[src/rtl/instruction_iot601x.sv]
// Paper-tape reader IOT block (device 01).
// Decodes the 601x IOT group and models a reader with a byte buffer, a done flag and a
// fetch FSM that paces incoming bytes by READ_DELAY clocks.
module instruction_iot601x #(
   parameter int unsigned READ_DELAY = 16
) (
   input  logic        CLK,
   input  logic        RESET_N,
   input  logic        CLEAR,
   input  logic        EN,
   input  logic [2:0]  IR,
   input  logic        ck1,
   input  logic        ck2,
   input  logic        ck3,
   input  logic        ck4,
   input  logic        ck5,
   input  logic        ck6,
   input  logic [7:0]  rdr_data,
   input  logic        rdr_valid,
   output logic        rdr_ready,
   output logic [11:0] ACPTR,
   output logic        rot2ac,
   output logic        ac_ck,
   output logic        clr,
   output logic        pc_ck,
   output logic        done,
   output logic        irq
);

   localparam logic [7:0] DelayInit = 8'(READ_DELAY);

   typedef enum logic [1:0] {StIdle, StWait, StDelay} state_e;

   state_e      state_q, state_d;
   logic        flag_q, flag_d;
   logic        ie_q, ie_d;
   logic [7:0]  rbuf_q, rbuf_d;
   logic [7:0]  shadow_q, shadow_d;
   logic [7:0]  cnt_q, cnt_d;

   logic        iot_act;
   logic        ie_set;
   logic        rsf;
   logic        rrb;
   logic        rfc;
   logic        unused_ck;

   // IOT microcode decode; reset also blanks every IOT output.
   always_comb begin
      iot_act   = EN & RESET_N;
      ie_set    = iot_act & (IR == 3'b000) & ck1;
      rsf       = iot_act & IR[0] & ck1;
      rrb       = iot_act & IR[1] & ck2;
      rfc       = iot_act & IR[2] & ck3;
      unused_ck = ck4 ^ ck5;
   end

   // Combinational IOT outputs and reader status.
   always_comb begin
      pc_ck     = rsf & flag_q;
      rot2ac    = rrb;
      ac_ck     = rrb;
      ACPTR     = rrb ? {4'b0000, rbuf_q} : 12'h000;
      done      = iot_act & ck6;
      clr       = 1'b0;
      irq       = flag_q & ie_q;
      rdr_ready = (state_q == StWait);
   end

   // Next-state: IOT clears first, so a flag set by a completing fetch on the same edge wins;
   // CLEAR is applied last so it overrides everything.
   always_comb begin
      state_d  = state_q;
      flag_d   = flag_q;
      ie_d     = ie_q;
      rbuf_d   = rbuf_q;
      shadow_d = shadow_q;
      cnt_d    = cnt_q;

      if (ie_set) begin
         ie_d = 1'b1;
      end
      if (rrb || rfc) begin
         flag_d = 1'b0;
      end

      unique case (state_q)
         StIdle: begin
            if (rfc) begin
               state_d = StWait;
            end
         end
         StWait: begin
            if (rdr_valid) begin
               shadow_d = rdr_data;
               cnt_d    = DelayInit;
               state_d  = StDelay;
            end
         end
         StDelay: begin
            if (cnt_q == 8'd0) begin
               rbuf_d  = shadow_q;
               flag_d  = 1'b1;
               state_d = StIdle;
            end else begin
               cnt_d = cnt_q - 8'd1;
            end
         end
         default: begin
            state_d = StIdle;
         end
      endcase

      if (CLEAR) begin
         flag_d  = 1'b0;
         ie_d    = 1'b1;
         state_d = StIdle;
         cnt_d   = 8'd0;
      end
   end

   // State registers with asynchronous active-low reset.
   always_ff @(posedge CLK or negedge RESET_N) begin
      if (!RESET_N) begin
         state_q  <= StIdle;
         flag_q   <= 1'b0;
         ie_q     <= 1'b1;
         rbuf_q   <= 8'h00;
         shadow_q <= 8'h00;
         cnt_q    <= 8'h00;
      end else begin
         state_q  <= state_d;
         flag_q   <= flag_d;
         ie_q     <= ie_d;
         rbuf_q   <= rbuf_d;
         shadow_q <= shadow_d;
         cnt_q    <= cnt_d;
      end
   end

endmodule

[config.mk]
export PLATFORM = sky130hd
export DESIGN_NAME = instruction_iot601x
export DESIGN_NICKNAME = d
export VERILOG_FILES = /design/src/rtl/instruction_iot601x.sv
export SDC_FILE = /design/constraint.sdc
export NUM_CORES = 1
export LEC_CHECK = 0
export ABC_CLOCK_PERIOD_IN_PS = 5600
export CAP_MARGIN = 20
export CORE_MARGIN = 8
export CORE_UTILIZATION = 50
export DETAILED_ROUTE_END_ITERATION = 10
export PLACE_DENSITY = 0.84
export SETUP_SLACK_MARGIN = 0.1
export SYNTH_ARGS = -nofsm -noshare
export SYNTH_HDL_FRONTEND = slang
export SYNTH_SLANG_ARGS = --single-unit
export TNS_END_PERCENT = 100
[constraint.sdc]
create_clock -name CLK -period 5.6 [get_ports CLK]
set_input_delay 1.12 -clock CLK [delete_from_list [all_inputs] [get_ports CLK]]
set_output_delay 1.12 -clock CLK [all_outputs]
set_load 0.02 [all_outputs]
==> impl_results.md, run 1 <==
- Synth warn: 0
- H-tree depth: 1
- Maximum root-to-sink buffer count: 2
- CP Capture Type: output pin
- Router iterations before antenna repair: 4
- Post-synth top cells: dfrtp_1 (27), nand2_1 (25), mux2_2 (12), and2_1 (8), buf_4 (6)
- Worst slack, placed: 1.261 ns
- Reg2reg start: cnt_q[1]
- Yosys cell types: 39
- Critical path arrival: approximately 3.2 ns
- Crit-path cells: clkdlybuf4s50_1, buf_4, and4_1, and2_1, clkdlybuf4s50_1
- Mapped Cells: 137
- Seq/Total Area, Yosys: 0.4860
- Top post-synthesis cells by area: dfrtp_1 (49%), mux2_2 (9.7%), nand2_1 (6.8%)
- Pleak: between 0.8 and 0.9 nW
- GP Congestion: between 0.8 and 0.9
- 1st-iter DRT viols: 35
- TritonCTS Sinks: 27
- # hold bufs at CTS: 0
- Hold Path Origin: shadow_q[2]
- Total die area: 4723 um^2
- Clock Skew: 0.008026 ns
- Family with the most delay on the worst path: buffers and inverters
- Maximum clock frequency: roughly 230 MHz
- DR vias: 1126
- Outcome: finished clean
- Cell Rows: 19
- Final setup TNS: 0 ns
- Predominant post-synthesis flop cell: dfrtp_1
- Num CTS Buffers: 3
- Async set-or-reset flop fraction in the synthesized netlist: 1.000
- Crit-path max FO: 31
- RSZ-0062 raised after global routing: false
- Max incr delay on CP: ~0.60 ns
- Remaining DRCs: 0
- Max-cap viol count: 0
- I/O Buffers: 33
- Post-CTS Setup Bufs: 0
- Measured slew at the worst slew-check pin: between 0.6 and 0.7 ns
- First-pass GRT wire length: between 5000 and 6000 um
- Setup crit start: RESET_N
- Buf/Inv on CP: 3
- Vias per cell: approximately 5.6
- DP Cell Count: just under 200
- Post-synth EDFFs: 0
- Minimum clock period: ~4.3 ns
- TritonCTS clock tree: built
- Core area: around 2700 um^2
- Initial Util: 0.5129
- Met2 routed WL: 1683 um
- Hold Crit Class: flop to flop
- Ant. Diodes: 0
- Slew HR: 0.5501
- Worst Path Required: around 4.5 ns
- Total power: 0.3614 mW
- Top Metal Used: met4
- Top-count cell post-synth: dfrtp_1
- Critical Setup Path Class: input port to output pin
- Mapped Area: 1390 um^2
- Cell area power density: a little over 200 nW/um^2
- Kind of start point of the critical path: input port
- DRT met1 WL: ~1400 um
- Final-report max-slew violation count: 0
- Min setup slack post-route: 1.296 ns
- I/O pin total: 41
- Routed WL: 3320 um
- Final hold violation count: 0
- Post-CTS Resized: 0
- Vias in the first global route: 1172
- Largest net degree at the start of global routing: 32
- GRT Util Overall: 0.1463
- Routed Antenna Nets: 0
- Crit share post-route: 0.7685
- Cell mode on critical path: clkdlybuf4s50_1
- Syn_area_per_cell: 10.15 um^2
- Placed Area: around 1700 um^2
- Top cell type by total area after synthesis: dfrtp_1
- Fraction of layout cells with a size suffix above 1: 0.1243
- CP max stage cell: clkdlybuf4s50_1
- Detailed Place HPWL: roughly 2500 um
- Post-layout util: 0.6450
- Clock Root Buffer: clkbuf_4
- Global route overflow: 0
- NumNets Final: 193
- Setup violators final: 0
- Initial antenna violation count: 0
- Clock latency on the worst-skew pair: approximately 0.33 ns
- Area Growth Syn to Fin: 25.74%
- Avg WL per Cell: around 17 um
- Final Instance Area: around 1700 um^2
- Hold WS: about 0.5 ns
- Peak VDD IR: around 0.22 mV
- Die height: 68.73 um
- DR WL met3: 206 um
- Clock transition at path regs: 0.15 ns
- Synth top area share: 0.4860
- Die X: approximately 69 um
- Final Instance Count excl. Fillers: 200
- Synthesized flop and latch total: 27
[state kept, by name, summed over array words and instances, names as in the netlist]
register  count
cnt_q         8
rbuf_q        8
shadow_q      8
state_q       2
flag_q        1
[area by class of cell]
| cell class | instances | area, um^2 |
|---|---|---|
| clock buffer | 3 | 22.52 |
| timing repair buffer | 34 | 337.8 |
| clock inverter | 1 | 5.005 |
| sequential | 27 | 675.6 |
| inverter | 3 | 11.26 |
| multi-input combinational | 101 | 656.9 |
| fill | 242 | 962.2 |
| tap | 31 | 38.79 |
[worst paths after layout]
check,end,slack [ns],depth (start not counted)
max,ACPTR[1],1.30,5
min,shadow_q[2],0.50,2
max reg2reg,rbuf_q[6],3.58,5
min reg2reg,shadow_q[2],0.50,2
max in group asynchronous,rbuf_q[7],4.18,2
min in group asynchronous,rbuf_q[5],1.15,2
[logic make-up (layout without fill, tap and decap cells)]
family,Yosys count,count (layout),share of synthesized area
and+or+nand+nor,67,67,0.2673
buffers and inverters,13,41,0.05220
other,1,5,0.002698
AOI/OAI and AO/OA,16,16,0.08551
DFF,27,27,0.4861
muxes,12,12,0.09721
adders and majority gates,1,1,0.008999
[placed cells by master, fill, tap and decap left out, types with 4 or more instances in the layout]
master / count
nor3_1: 4
dfrtp_1: 27
clkdlybuf4s50_1: 33
conb_1: 5
nor3b_1: 4
mux2_2: 12
nand2_1: 25
and2_1: 8
[power by group]
group	total (mW)	switching, mW	internal (mW)	leakage (nW)
Sequential	0.226	0.0110	0.215	0.366
Combinational	0.0508	0.0244	0.0265	0.418
Clock	0.0849	0.0581	0.0268	0.0177
Total	0.361	0.0935	0.268	0.802
[worst register-to-register path, stage by stage (launching register included)]
cell	delay, ns
dfrtp_1	0.41
inv_1	0.09
ha_1	0.22
nor4b_2	0.37
nand3_1	0.42
mux2_2	0.42
[routing by layer]
layer | vias to the layer above | GRT usage
met5 | - | 0
met4 | 0 | 0.07519
met3 | 4 | 0.02262
met2 | 36 | 0.2567
met1 | 549 | 0.1686
li1 | 537 | -
(Power assumes the default switching activity.)
==> run 2: changes to the inputs <==
- ABC_CLOCK_PERIOD_IN_PS: 5600 -> 3880
- CORE_UTILIZATION: 50 -> 42
- PLACE_DENSITY: 0.84 -> 0.75
- clock period: 5.6 -> 3.88 ns (I/O delays scaled with it)
==> run 2 against run 1 <==
Combinational power up 44%. Die area is 14% higher. Via count decreased by 2.5%. Clock skew decreased by 0.0019 ns. Sequential cell count is the same. Worst setup slack got worse by 0.69 ns. Global-route usage is 2.3 points lower. First-iteration DRC count rose by 26%. Critical endpoint is now ACPTR[6].
==> impl_results.md, run 2 (synthesized netlist as in run 1, its figures left out) <==
- Outcome: finished clean
- Maximum root-to-sink buffer count: 2
- Max incr delay on CP: approximately 0.61 ns
- Final setup TNS: 0 ns
- Maximum clock frequency: 305.7 MHz
- Setup violators final: 0
- Reg2reg start: cnt_q[0]
- Depth of the most critical reg-to-reg path: 5
- Crit share post-route: 0.8431
- Post-CTS Resized: 0
- Pleak: roughly 0.8 nW
- Largest net degree at the start of global routing: 31
- Hold Crit Class: flop to flop
- Final hold violation count: 0
- Commonest non-fill, non-tap cells in the layout: clkdlybuf4s50_1 (33), dfrtp_1 (27), nand2_1 (25)
- DR WL met3: ~240 um
- Sequential power share: 0.625
- Combinational Power Share: 0.142
- Top Metal Used: met4
- DR vias: between 1000 and 1500
- Vias in the first global route: around 1100
- Remaining DRCs: 0
- Total die area: about 5400 um^2
- Buf/Inv on CP: 2
- Vias per cell: 5.107
- Die height: about 74 um
- TritonCTS Sinks: 27
- Biggest regs: cnt_q (8), rbuf_q (8), shadow_q (8)
- Avg WL per Cell: ~15 um
- Critical Setup Path Class: input port to output pin
- Initial Util: 0.4267
- Hold path cells: 2
- Most common cell after layout, fill and taps aside: clkdlybuf4s50_1
- Hold Path Origin: shadow_q[6]
- RSZ-0062 raised after global routing: false
- Switching power total: between 0.1 and 0.15 mW
- Max-cap viol count: 0
- CP Capture Type: output pin
- Clock latency on the worst-skew pair: roughly 0.32 ns
- Area Growth Syn to Fin: 27.00%
- Cell area power density: ~290 nW/um^2
- Kind of start point of the critical path: input port
- GRT Util Overall: 0.1230
- Clock Skew: 0.006126 ns
- TritonCTS clock tree: built
- Worst slack, placed: just under 0.6 ns
- # hold bufs at CTS: 0
- Family with the most delay on the worst path: buffers and inverters
- Fillers: approximately 310
- Critical path arrival: between 2 and 3 ns
- Worst Path Required: between 3 and 4 ns
- Met2 routed WL: 1608 um
- Clock transition at path regs: about 0.14 ns
- Initial antenna violation count: 0
- Routed WL: approximately 3200 um
- GP Congestion: 0.8190
- NumNets Final: 193
- Post-CTS Setup Bufs: 0
- Core area: between 3000 and 4000 um^2
- I/O Buffers: 33
- First-pass GRT wire length: roughly 5300 um
- Slew HR: 0.5390
- Worst reg-to-reg setup slack: 1.81 ns
- CP max stage cell: clkdlybuf4s50_1
- Cell Rows: 21
- Routed Antenna Nets: 0
- Router iterations before antenna repair: 4
- Crit-path max FO: 11
- Peak VDD IR: 0.1557 mV
- Minimum clock period: ~3.3 ns
- Internal power: about 0.39 mW
- Ant. Diodes: 0
- Final-report max-slew violation count: 0
- Cell mode on critical path: clkdlybuf4s50_1
- Clock Root Buffer: clkbuf_4
- Detailed Place HPWL: approximately 2400 um
- I/O pin total: 41
- Clock power share: 0.233
- Global route overflow: 0
- Worst R2R End: rbuf_q[0]
- Crit-path cells: clkdlybuf4s50_1, and4_1, and2_1, clkdlybuf4s50_1
- H-tree depth: 1
- Min setup slack post-route: roughly 0.61 ns
- DRT met1 WL: 1335 um
- Die X: ~74 um
- Switching Share: 0.2499
- Num CTS Buffers: 3
- Measured slew at the worst slew-check pin: around 0.7 ns
- Fraction of layout cells with a size suffix above 1: 0.1183
- Min-Delay Endpoint: shadow_q[6]
- 1st-iter DRT viols: 44
-- run 2: layout make-up --
cell class	instances	area (um^2)	area share
multi-input cells	101	656.9	0.3721
flip-flops and latches	27	675.6	0.3827
inverters	3	11.26	0.006378
repair buffers	34	337.8	0.1914
well taps	46	57.56	0.03260
clock buffers	4	26.28	0.01488
-- run 2: worst max path at each step --
stage          startpoint        to  slack, ns  cells past startpoint
2_1_floorplan         ck2  ACPTR[0]       1.51                      3
3_3_place_gp           EN  ACPTR[7]       0.61                      4
3_5_place_dp           EN  ACPTR[6]       0.59                      4
4_1_cts                EN  ACPTR[6]       0.58                      4
5_1_grt                EN  ACPTR[7]       0.46                      4
6_report               EN  ACPTR[6]       0.61                      4
-- run 2: worst register-to-register path: cells and delay by family (launching register included) --
kind / cells / cell delay [ns]
buf+inv: 1 / 0.08
fa+ha+maj: 1 / 0.21
mux: 1 / 0.42
simple gates: 2 / 0.82
flops: 1 / 0.43
-- run 2: per-layer routing --
metal | vias up | GRT usage
li1 | 535 | -
met2 | 33 | 0.2175
met1 | 528 | 0.1407
met4 | 0 | 0.04656
met5 | - | 0
met3 | 2 | 0.02456
-- run 2: power groups by stage --
stage	Combinational (mW)	Clock (mW)	Sequential [mW]
after floorplan	0.0418	0	0.325
after global placement	0.0714	0	0.327
after detailed placement	0.0743	0	0.330
after CTS	0.0746	0.125	0.324
after global routing	0.0839	0.136	0.328
final	0.0734	0.121	0.323
-- run 2: stage by stage --
stage	hold slack [ns]	area [um^2]	std cells	power, mW	utilization
2_1_floorplan	0.4417	1405	141	0.3668	-
3_3_place_gp	0.4539	1739	211	0.3982	0.5338
3_5_place_dp	0.4583	1739	211	0.4040	0.5338
4_1_cts	0.4919	1765	215	0.5236	0.5419
5_1_grt	0.5099	1765	215	0.5484	0.5419
6_report	0.4902	1765	215	0.5174	0.5419
==> run 3: changes to the inputs <==
- ABC_CLOCK_PERIOD_IN_PS: 3880 -> 3000
- clock period: 3.88 -> 3 ns (I/O delays scaled with it)
==> run 3 against run 2 <==
Routed wire length is 1.2% lower. Highest routed layer unchanged. Clock skew is 0.0026 ns lower. Sequential power is 29% higher. Clock power is 31% higher. Via count stayed put. Critical path depth stayed put. Critical endpoint unchanged. Utilization is 0.31 points higher. Count of clock-buffer cells in the layout stayed put.
==> impl_results.md, run 3 (synthesized netlist as in run 1, its figures left out) <==
- Ant. Diodes: 0
- Pleak: roughly 0.81 nW
- Critical path arrival: between 2 and 2.5 ns
- Final setup TNS: 0 ns
- Maximum clock frequency: between 300 and 400 MHz
- Vias in the first global route: ~1100
- Routed WL: between 3000 and 4000 um
- Hold Path Origin: shadow_q[7]
- Initial Util: 0.4267
- Final Instance Area: between 1500 and 2000 um^2
- Fillers: between 300 and 400
- I/O pin total: a little over 40
- Remaining DRCs: 0
- CP Capture Type: output pin
- Peak VDD IR: around 0.27 mV
- Outcome: finished clean
- Reg2reg start: cnt_q[0]
- Clock latency on the worst-skew pair: about 0.33 ns
- Hold WS: just under 0.5 ns
- Area Growth Syn to Fin: 27.72%
- Maximum root-to-sink buffer count: 2
- Crit-path max FO: 11
- Die height: approximately 74 um
- Die X: around 74 um
- Setup violators final: 0
- Worst Path Required: 2.40 ns
- Final-report max-slew violation count: 0
- Clock Root Buffer: clkbuf_4
- Largest net degree at the start of global routing: 20
- Clock transition at path regs: 0.14 ns
- Biggest regs: cnt_q (8), rbuf_q (8), shadow_q (8)
- Most common cell after layout, fill and taps aside: clkdlybuf4s50_1
- Clock power share: 0.236
- First-pass GRT wire length: between 5000 and 6000 um
- Cell Rows: 21
- RSZ-0062 raised after global routing: false
- Fraction of layout cells with a size suffix above 1: 0.1294
- Sequential power share: 0.621
- 1st-iter DRT viols: between 40 and 50
- Critical Setup Path Class: input port to output pin
- Commonest non-fill, non-tap cells in the layout: clkdlybuf4s50_1 (33), dfrtp_1 (27), nand2_1 (25)
- H-tree depth: 1
- Num CTS Buffers: 3
- TritonCTS Sinks: 27
- Placed Area: 1747 um^2
- Minimum clock period: ~2.8 ns
- Router iterations before antenna repair: 4
- Setup crit start: EN
- Routed Antenna Nets: 0
- DR vias: approximately 1100
- Core area: between 3000 and 4000 um^2
- Switching Share: 0.2520
- Measured slew at the worst slew-check pin: roughly 0.7 ns
- Cell area power density: roughly 380 nW/um^2
- I/O Buffers: 33
- Internal power: about 0.50 mW
- TritonCTS clock tree: built
- Global route overflow: 0
- Final hold violation count: 0
- Kind of start point of the critical path: input port
- Initial antenna violation count: 0
- Total die area: 5407 um^2
- GP Congestion: a little under 0.8
- Combinational Power Share: 0.143
- Switching power total: approximately 0.17 mW
- Crit share post-route: 0.9288
- Avg WL per Cell: about 15 um
- Slew HR: 0.5456
- Clock Skew: between 0.003 and 0.004 ns
- Max-cap viol count: 0
- GRT Util Overall: 0.1236
- Vias per cell: roughly 5.1
- NumNets Final: slightly below 200
- Detailed Place HPWL: about 2400 um
- Hold Crit Class: flop to flop
## run 3: routing by layer
layer / share of wire / track usage / wire length, um
met1: 0.43 / 0.1377 / 1379
met2: 0.49 / 0.2165 / 1572
met3: 0.052 / 0.01774 / 166
met4: 0.019 / 0.07317 / 59
met5: 0 / 0 / 0
## run 3: critical path, cell delays in order
cell,delay [ns]
clkdlybuf4s50_1,0.53
and4_4,0.31
and2_1,0.14
clkdlybuf4s50_1,0.61
## run 3: metrics by stage
| stage | worst slack, ns | std cells | utilization | total power, mW |
|---|---|---|---|---|
| after global routing | 0.1338 | 216 | 0.5449 | 0.7115 |
| after global placement | 0.06441 | 212 | 0.5361 | 0.5163 |
| after CTS | 0.1319 | 216 | 0.5445 | 0.6790 |
| after detailed placement | 0.05675 | 212 | 0.5361 | 0.5223 |
| final | 0.2135 | 216 | 0.5449 | 0.6729 |
| after floorplan | 0.9832 | 141 | - | 0.4744 |
## run 3: path summary, 6_finish.rpt
kind / end / depth (start not counted) / slack, ns
setup / recovery: ACPTR[6] / 4 / 0.21
max in group asynchronous: rbuf_q[1] / 2 / 2.12
min in group asynchronous: flag_q / 2 / 0.63
hold reg to reg: shadow_q[7] / 2 / 0.48
setup reg to reg: rbuf_q[2] / 5 / 0.94
hold / removal: shadow_q[7] / 2 / 0.48
## run 3: power by group through the flow
| stage | sequential (mW) | combinational (mW) | clock [mW] |
|---|---|---|---|
| detailed placement | 0.425 | 0.0970 | 0 |
| floorplan | 0.420 | 0.0541 | 0 |
| finish | 0.418 | 0.0959 | 0.159 |
| global placement | 0.423 | 0.0935 | 0 |
| CTS | 0.418 | 0.0974 | 0.163 |
| global route | 0.424 | 0.108 | 0.179 |
## run 3: timing repair
| item | in CTS | in global routing |
|---|---|---|
| buffers inserted | 0 | 0 |
| gates resized for setup | 1 | 1 |
| hold buffers | 0 | 0 |
| setup endpoints to repair | 8 | 7 |
## run 3: cell type report
type,count,area [um^2],area share
multi-input combinational,101,659.4,0.3714
sequential,27,675.6,0.3806
clock buffer,4,26.28,0.01480
inverter,3,11.26,0.006343
tap,46,57.56,0.03242
timing repair buffer,35,345.3,0.1945
